===== config.mk =====
export PLATFORM = sky130hd
export DESIGN_NAME = scanlines_ext
export DESIGN_NICKNAME = d
export VERILOG_FILES = /design/src/rtl/scanlines_ext.sv
export SDC_FILE = /design/constraint.sdc
export NUM_CORES = 1
export LEC_CHECK = 0
export ABC_AREA = 1
export CAP_MARGIN = 20
export CORE_ASPECT_RATIO = 0.5
export CORE_MARGIN = 2
export CORE_UTILIZATION = 40
export CTS_CLUSTER_DIAMETER = 80
export DETAILED_ROUTE_END_ITERATION = 16
export GPL_ROUTABILITY_DRIVEN = 0
export GPL_TIMING_DRIVEN = 0
export MAX_ROUTING_LAYER = met4
export PLACE_DENSITY = 0.66
export SYNTH_ARGS = -nofsm -noshare
export SYNTH_HDL_FRONTEND = slang
export SYNTH_SLANG_ARGS = --single-unit
export TNS_END_PERCENT = 100

===== constraint.sdc =====
create_clock -name clk_sys -period 1.5 [get_ports clk_sys]
set_input_delay 0.15 -clock clk_sys [delete_from_list [all_inputs] [get_ports clk_sys]]
set_output_delay 0.15 -clock clk_sys [all_outputs]
set_load 0.1 [all_outputs]

===== src/rtl/scanlines_ext.sv =====
// Scanline darkening stage: dims one video line in every N (2/3/4) by 25/50/75%.
// Latency: exactly one ce_pix for hs/vs/de and colour; outputs keep input sync polarity.
// Backpressure: none; the stage free-runs on ce_pix and holds all state while it is low.
//
// Ports:
//   clk_sys, reset          system clock, synchronous active-high reset
//   ce_pix                  pixel clock enable
//   scanlines/period/phase  live config, sampled into shadow regs at vsync leading edge
//   hs_in/vs_in/de_in       input syncs (polarity per SYNC_LOW) and display enable
//   r_in/g_in/b_in          input colour, DW bits per component
//   hs_out/vs_out/de_out    syncs and DE delayed to match colour
//   r_out/g_out/b_out       output colour
module scanlines_ext #(
   parameter int DW       = 6,
   parameter bit SYNC_LOW = 1'b1
) (
   input  logic          clk_sys,
   input  logic          reset,
   input  logic          ce_pix,
   input  logic [1:0]    scanlines,
   input  logic [1:0]    period,
   input  logic          phase,
   input  logic          hs_in,
   input  logic          vs_in,
   input  logic          de_in,
   input  logic [DW-1:0] r_in,
   input  logic [DW-1:0] g_in,
   input  logic [DW-1:0] b_in,
   output logic          hs_out,
   output logic          vs_out,
   output logic          de_out,
   output logic [DW-1:0] r_out,
   output logic [DW-1:0] g_out,
   output logic [DW-1:0] b_out
);

   // Shadow configuration, only updated at reset or a vsync leading edge so a
   // mid-frame change never splits a frame between two settings.
   logic [1:0] lvl_s;
   logic [1:0] per_s;
   logic       ph_s;

   logic [1:0] line_cnt;

   // Previous raw sync samples (taken on ce_pix); reset to the inactive level.
   logic hs_p;
   logic vs_p;

   // Active-high views of current and previous syncs.
   logic hs_a, vs_a, hs_pa, vs_pa;
   logic hs_rise, vs_rise;

   assign hs_a    = hs_in ^ SYNC_LOW;
   assign vs_a    = vs_in ^ SYNC_LOW;
   assign hs_pa   = hs_p  ^ SYNC_LOW;
   assign vs_pa   = vs_p  ^ SYNC_LOW;
   assign hs_rise = hs_a & ~hs_pa;
   assign vs_rise = vs_a & ~vs_pa;

   // Last count value of a group (N-1); period 00 and 01 both mean every 2nd line.
   logic [1:0] last_cnt;

   always_comb begin
      last_cnt = 2'd1;
      case (per_s)
         2'b10:   last_cnt = 2'd2;
         2'b11:   last_cnt = 2'd3;
         default: last_cnt = 2'd1;
      endcase
   end

   // phase=1 dims the first line of each group, phase=0 the last.
   logic [1:0] dim_cnt;
   logic       dim;

   assign dim_cnt = ph_s ? 2'd0 : last_cnt;
   assign dim     = (lvl_s != 2'b00) && (line_cnt == dim_cnt);

   // Per-component darkening. (x>>1)+(x>>2) is at most 3/4 of full scale, so
   // the DW-bit sum cannot overflow.
   function automatic logic [DW-1:0] shade(input logic [DW-1:0] x,
                                           input logic [1:0]    lvl);
      logic [DW-1:0] y;
      case (lvl)
         2'b01:   y = (x >> 1) + (x >> 2);
         2'b10:   y = x >> 1;
         2'b11:   y = x >> 2;
         default: y = x;
      endcase
      return y;
   endfunction

   function automatic logic [DW-1:0] pix(input logic [DW-1:0] x,
                                         input logic          en,
                                         input logic          dm,
                                         input logic [1:0]    lvl);
      logic [DW-1:0] y;
      if (!en)
         y = '0;
      else if (dm)
         y = shade(x, lvl);
      else
         y = x;
      return y;
   endfunction

   always_ff @(posedge clk_sys) begin
      if (reset) begin
         lvl_s    <= scanlines;
         per_s    <= period;
         ph_s     <= phase;
         line_cnt <= 2'd0;
         hs_p     <= SYNC_LOW;
         vs_p     <= SYNC_LOW;
         hs_out   <= SYNC_LOW;
         vs_out   <= SYNC_LOW;
         de_out   <= 1'b0;
         r_out    <= '0;
         g_out    <= '0;
         b_out    <= '0;
      end else if (ce_pix) begin
         hs_p <= hs_in;
         vs_p <= vs_in;

         // vsync has priority over hsync; during vsync hs pulses are ignored.
         if (vs_rise) begin
            line_cnt <= 2'd0;
            lvl_s    <= scanlines;
            per_s    <= period;
            ph_s     <= phase;
         end else if (vs_a) begin
            line_cnt <= 2'd0;
         end else if (hs_rise) begin
            if (line_cnt >= last_cnt)
               line_cnt <= 2'd0;
            else
               line_cnt <= line_cnt + 2'd1;
         end

         // Colour uses the count/config in force for the current pixel.
         hs_out <= hs_in;
         vs_out <= vs_in;
         de_out <= de_in;
         r_out  <= pix(r_in, de_in, dim, lvl_s);
         g_out  <= pix(g_in, de_in, dim, lvl_s);
         b_out  <= pix(b_in, de_in, dim, lvl_s);
      end
   end

endmodule

==> impl_results.md <==
* Clock root cell: clkbuf_8
* Post-Syn Area at 2137 µm²
* Cells after Synth at 310
* Netlist cell types at 29
* CTS tree: built
* Total grt overflow at 0
* Clk buf depth at 2
* Die Area at 5979 µm²
* IO Pins at 50
* CP Data Required Time at approximately 1700 ps
* Share of async-settable or async-resettable flops after synthesis at 0%
* Fin. Hold Viols at 0
* Top-count cell post-synth: nand2_1
* GR Util met3 at ~3.2%
* Number of setup violations in the final report at 1
* # rows at 18
* Routed WL at between 5000 and 6000 µm
* Routed Antenna Nets at 0
* Placed cell area at about 2700 µm²
* Largest net degree at the start of global routing at 16
* DP HPWL at 4462 µm
* GR peak layer: met2
* Nets@finish at around 420
* Top cells by instance count after synthesis: nand2_1 (93), inv_1 (34), a21oi_1 (25), nand3_1 (24), dfxtp_1 (23)
* Flops & latches, synth at 28
* Vias per cell at 5.053
* Slew margin rel. at 62.75%
* Unrepaired setup endpoints after global routing: yes
* Cell count after placement at 428
* F_max at 663.9 MHz
* Final Skew at 2.043 ps
* Worst Setup Path Type: flip-flop to flip-flop
* Syn_nets at around 360
* Seq/Total Area, Yosys at between 20 and 30%
* Reg2reg end: g_out[4]
* Worst EP arrival at between 1500 and 2000 ps
* Crit path launch: per_s[1]
* Vias in the first global route at 2103
* Leak at around 1.3 nW
* DRT Pass-1 Iters at 4
* Core Area at 5045 µm²
* Min Clock Period, post-route at between 1500 and 2000 ps
* EDFF count, synth at 5
* Main synth FF type: dfxtp_1
* Final Instance Area at 2947 µm²
* Num CTS Buffers at 3
* Max-cap viol count at 0
* Syn avg cell area at about 6.9 µm²
* Worst vdd ir at 0.0004691 V
* GR Util met2 at about a third
* Synth Warn # at 0
* Layout area overhead at 37.88%
* Synth area leader: dfxtp_1
* Post-route core utilization at between 50% and 60%
* Initial core utilization at 42.36%
* Clock sink count at 28
* DP Worst Slack at -572.5 ps
* First-pass GRT wire length at 9266 µm
* Register area at approximately 600 µm²
* GR Util met1 at around a quarter
* Initial antenna violation count at 0
* Initial DRC count at 87
* CP max FO at 5
* Hold Path Depth at 2
* Post-CTS Hold Buffers at 0
* Hold path startpoint: ce_pix
* Multi-input gate area at 1403 µm²
* Slew @ Worst Pin at 558.7 ps
* Failing checks: negative setup slack
* DIE WIDTH at 107.4 µm
* Worst skew pair latency at 270 ps
* Worst setup SP type: flip-flop
* RR Startpoint: per_s[1]
* Tcrit/Tclk final at 100.4%
* R2R Setup Slk at -6 ps
* Worst-path clk slew at about 90 ps
* Hold Path End: hs_p
* Synth area leaders: dfxtp_1 (22%), nand2_1 (16%), ha_1 (10%), edfxtp_1 (7.0%), inv_1 (6.0%)
* R2R depth at 9
* ANT cells at 0
* Outcome: finished with violations
* Routed len/inst at roughly 13 µm
* PwrDens at 786.2 nW/µm²
* Min-Delay Path Class: primary input to flip-flop
* Crit. End Element: flip-flop
* Fin. max-slew vios at 0
* Chip height at 55.69 µm
* Number of remaining DRC errors at 0
* Total Routing Usage GR at roughly a fifth
* Top-area cell type share of the netlist area at a little over a fifth
* FILL cells at 487
* Via Count at 2208
* Final Power at 2.317 mW
* Port Buffers at 48
* H-tree depth at 1
* Setup ws final at -6.216 ps
* Share of layout cells above drive strength 1 at 25.07%
* Post-Layout Cell Count at 437
-- layout by cell type (no fill, tap or decap), drive strengths merged --
cell and n:
o211ai 7, dfxtp 23, edfxtp 5, dlymetal6s2s 2, nand3 26, clkdlybuf4s15 21, clkinv 1, ha 17
o22ai 10, xnor2 1, nand2 99, a31oi 1, dlygate4sd2 7, nor2 24, fa 3, o21ai 7
clkbuf 12, clkdlybuf4s50 16, nand4 1, inv 38, buf 11, a21oi 35
-- worst max-delay path by stage --
stage,end,slack [ps],cells past startpoint
finish,g_out[4],-6,9
global route,r_out[0],-120,10
CTS,r_out[1],4,9
detailed placement,r_out[2],-570,9
global placement,r_out[2],-530,9
floorplan,lvl_s[0],100,2
-- critical path: stages, from the launching register on --
cell and delay (ps):
edfxtp_1 460, nand2_2 120, nand2_1 50, nand2_1 70
nand2_2 80, nor2_4 190, buf_6 160, o211ai_1 90
nand2_1 100, a21oi_2 60
-- state kept, by name, summed over array words and instances, names as in the netlist --
register	flops
lvl_s	2
hs_p	1
line_cnt	2
b_out	6
per_s	2
g_out	6
r_out	6
vs_p	1
de_out	1
ph_s	1
-- area by class of cell --
type	instances	area share (%)
inverter	39	5.011
sequential	28	20.81
tap	70	2.972
timing repair buffer	53	18.60
multi-input combinational	231	47.60
buffer	12	3.142
clock buffer	4	1.868
-- kinds of logic (layout without fill, tap and decap cells) --
kind of cell               after synthesis  after routing  share of synthesized area [%]
AOI/OAI and AO/OA                       60             60                          17.27
xor gates and xnor gates                 1              1                         0.4099
adders and majority gates               20             20                          12.76
buffers and inverters                   51            108                          10.77
DFF                                     28             28                          28.57
and+or+nand+nor                        150            150                          30.21
-- per-layer routing --
metal / vias to the layer above / wire, µm
li1: 1132 / -
met3: 6 / 278
met2: 49 / 2684
met5: - / 0
met1: 1021 / 2578
met4: 0 / 74
-- timing repair --
action | in CTS | in global routing
buffers inserted | 1 | 2
pin swaps | 6 | 6
endpoints found under the setup margin | 32 | 19
gates resized for setup | 84 | 24
gates cloned | 0 | 2
-- per-stage QoR --
stage | hold slack (ps) | setup TNS [ps]
2_1_floorplan | 248.9 | 0
4_1_cts | 178.9 | 0
3_3_place_gp | 451.9 | -7711
6_report | 187.8 | -6.216
5_1_grt | 186.4 | -1691
3_5_place_dp | 460.7 | -8433
-- report_power, final --
| group | total (mW) | switching [mW] | internal [mW] |
|---|---|---|---|
| Clock | 0.463 | 0.228 | 0.235 |
| Combinational | 1.01 | 0.654 | 0.357 |
| Sequential | 0.842 | 0.0299 | 0.812 |
| Total | 2.32 | 0.913 | 1.40 |
No activity file was read; power rests on OpenSTA's default activity.
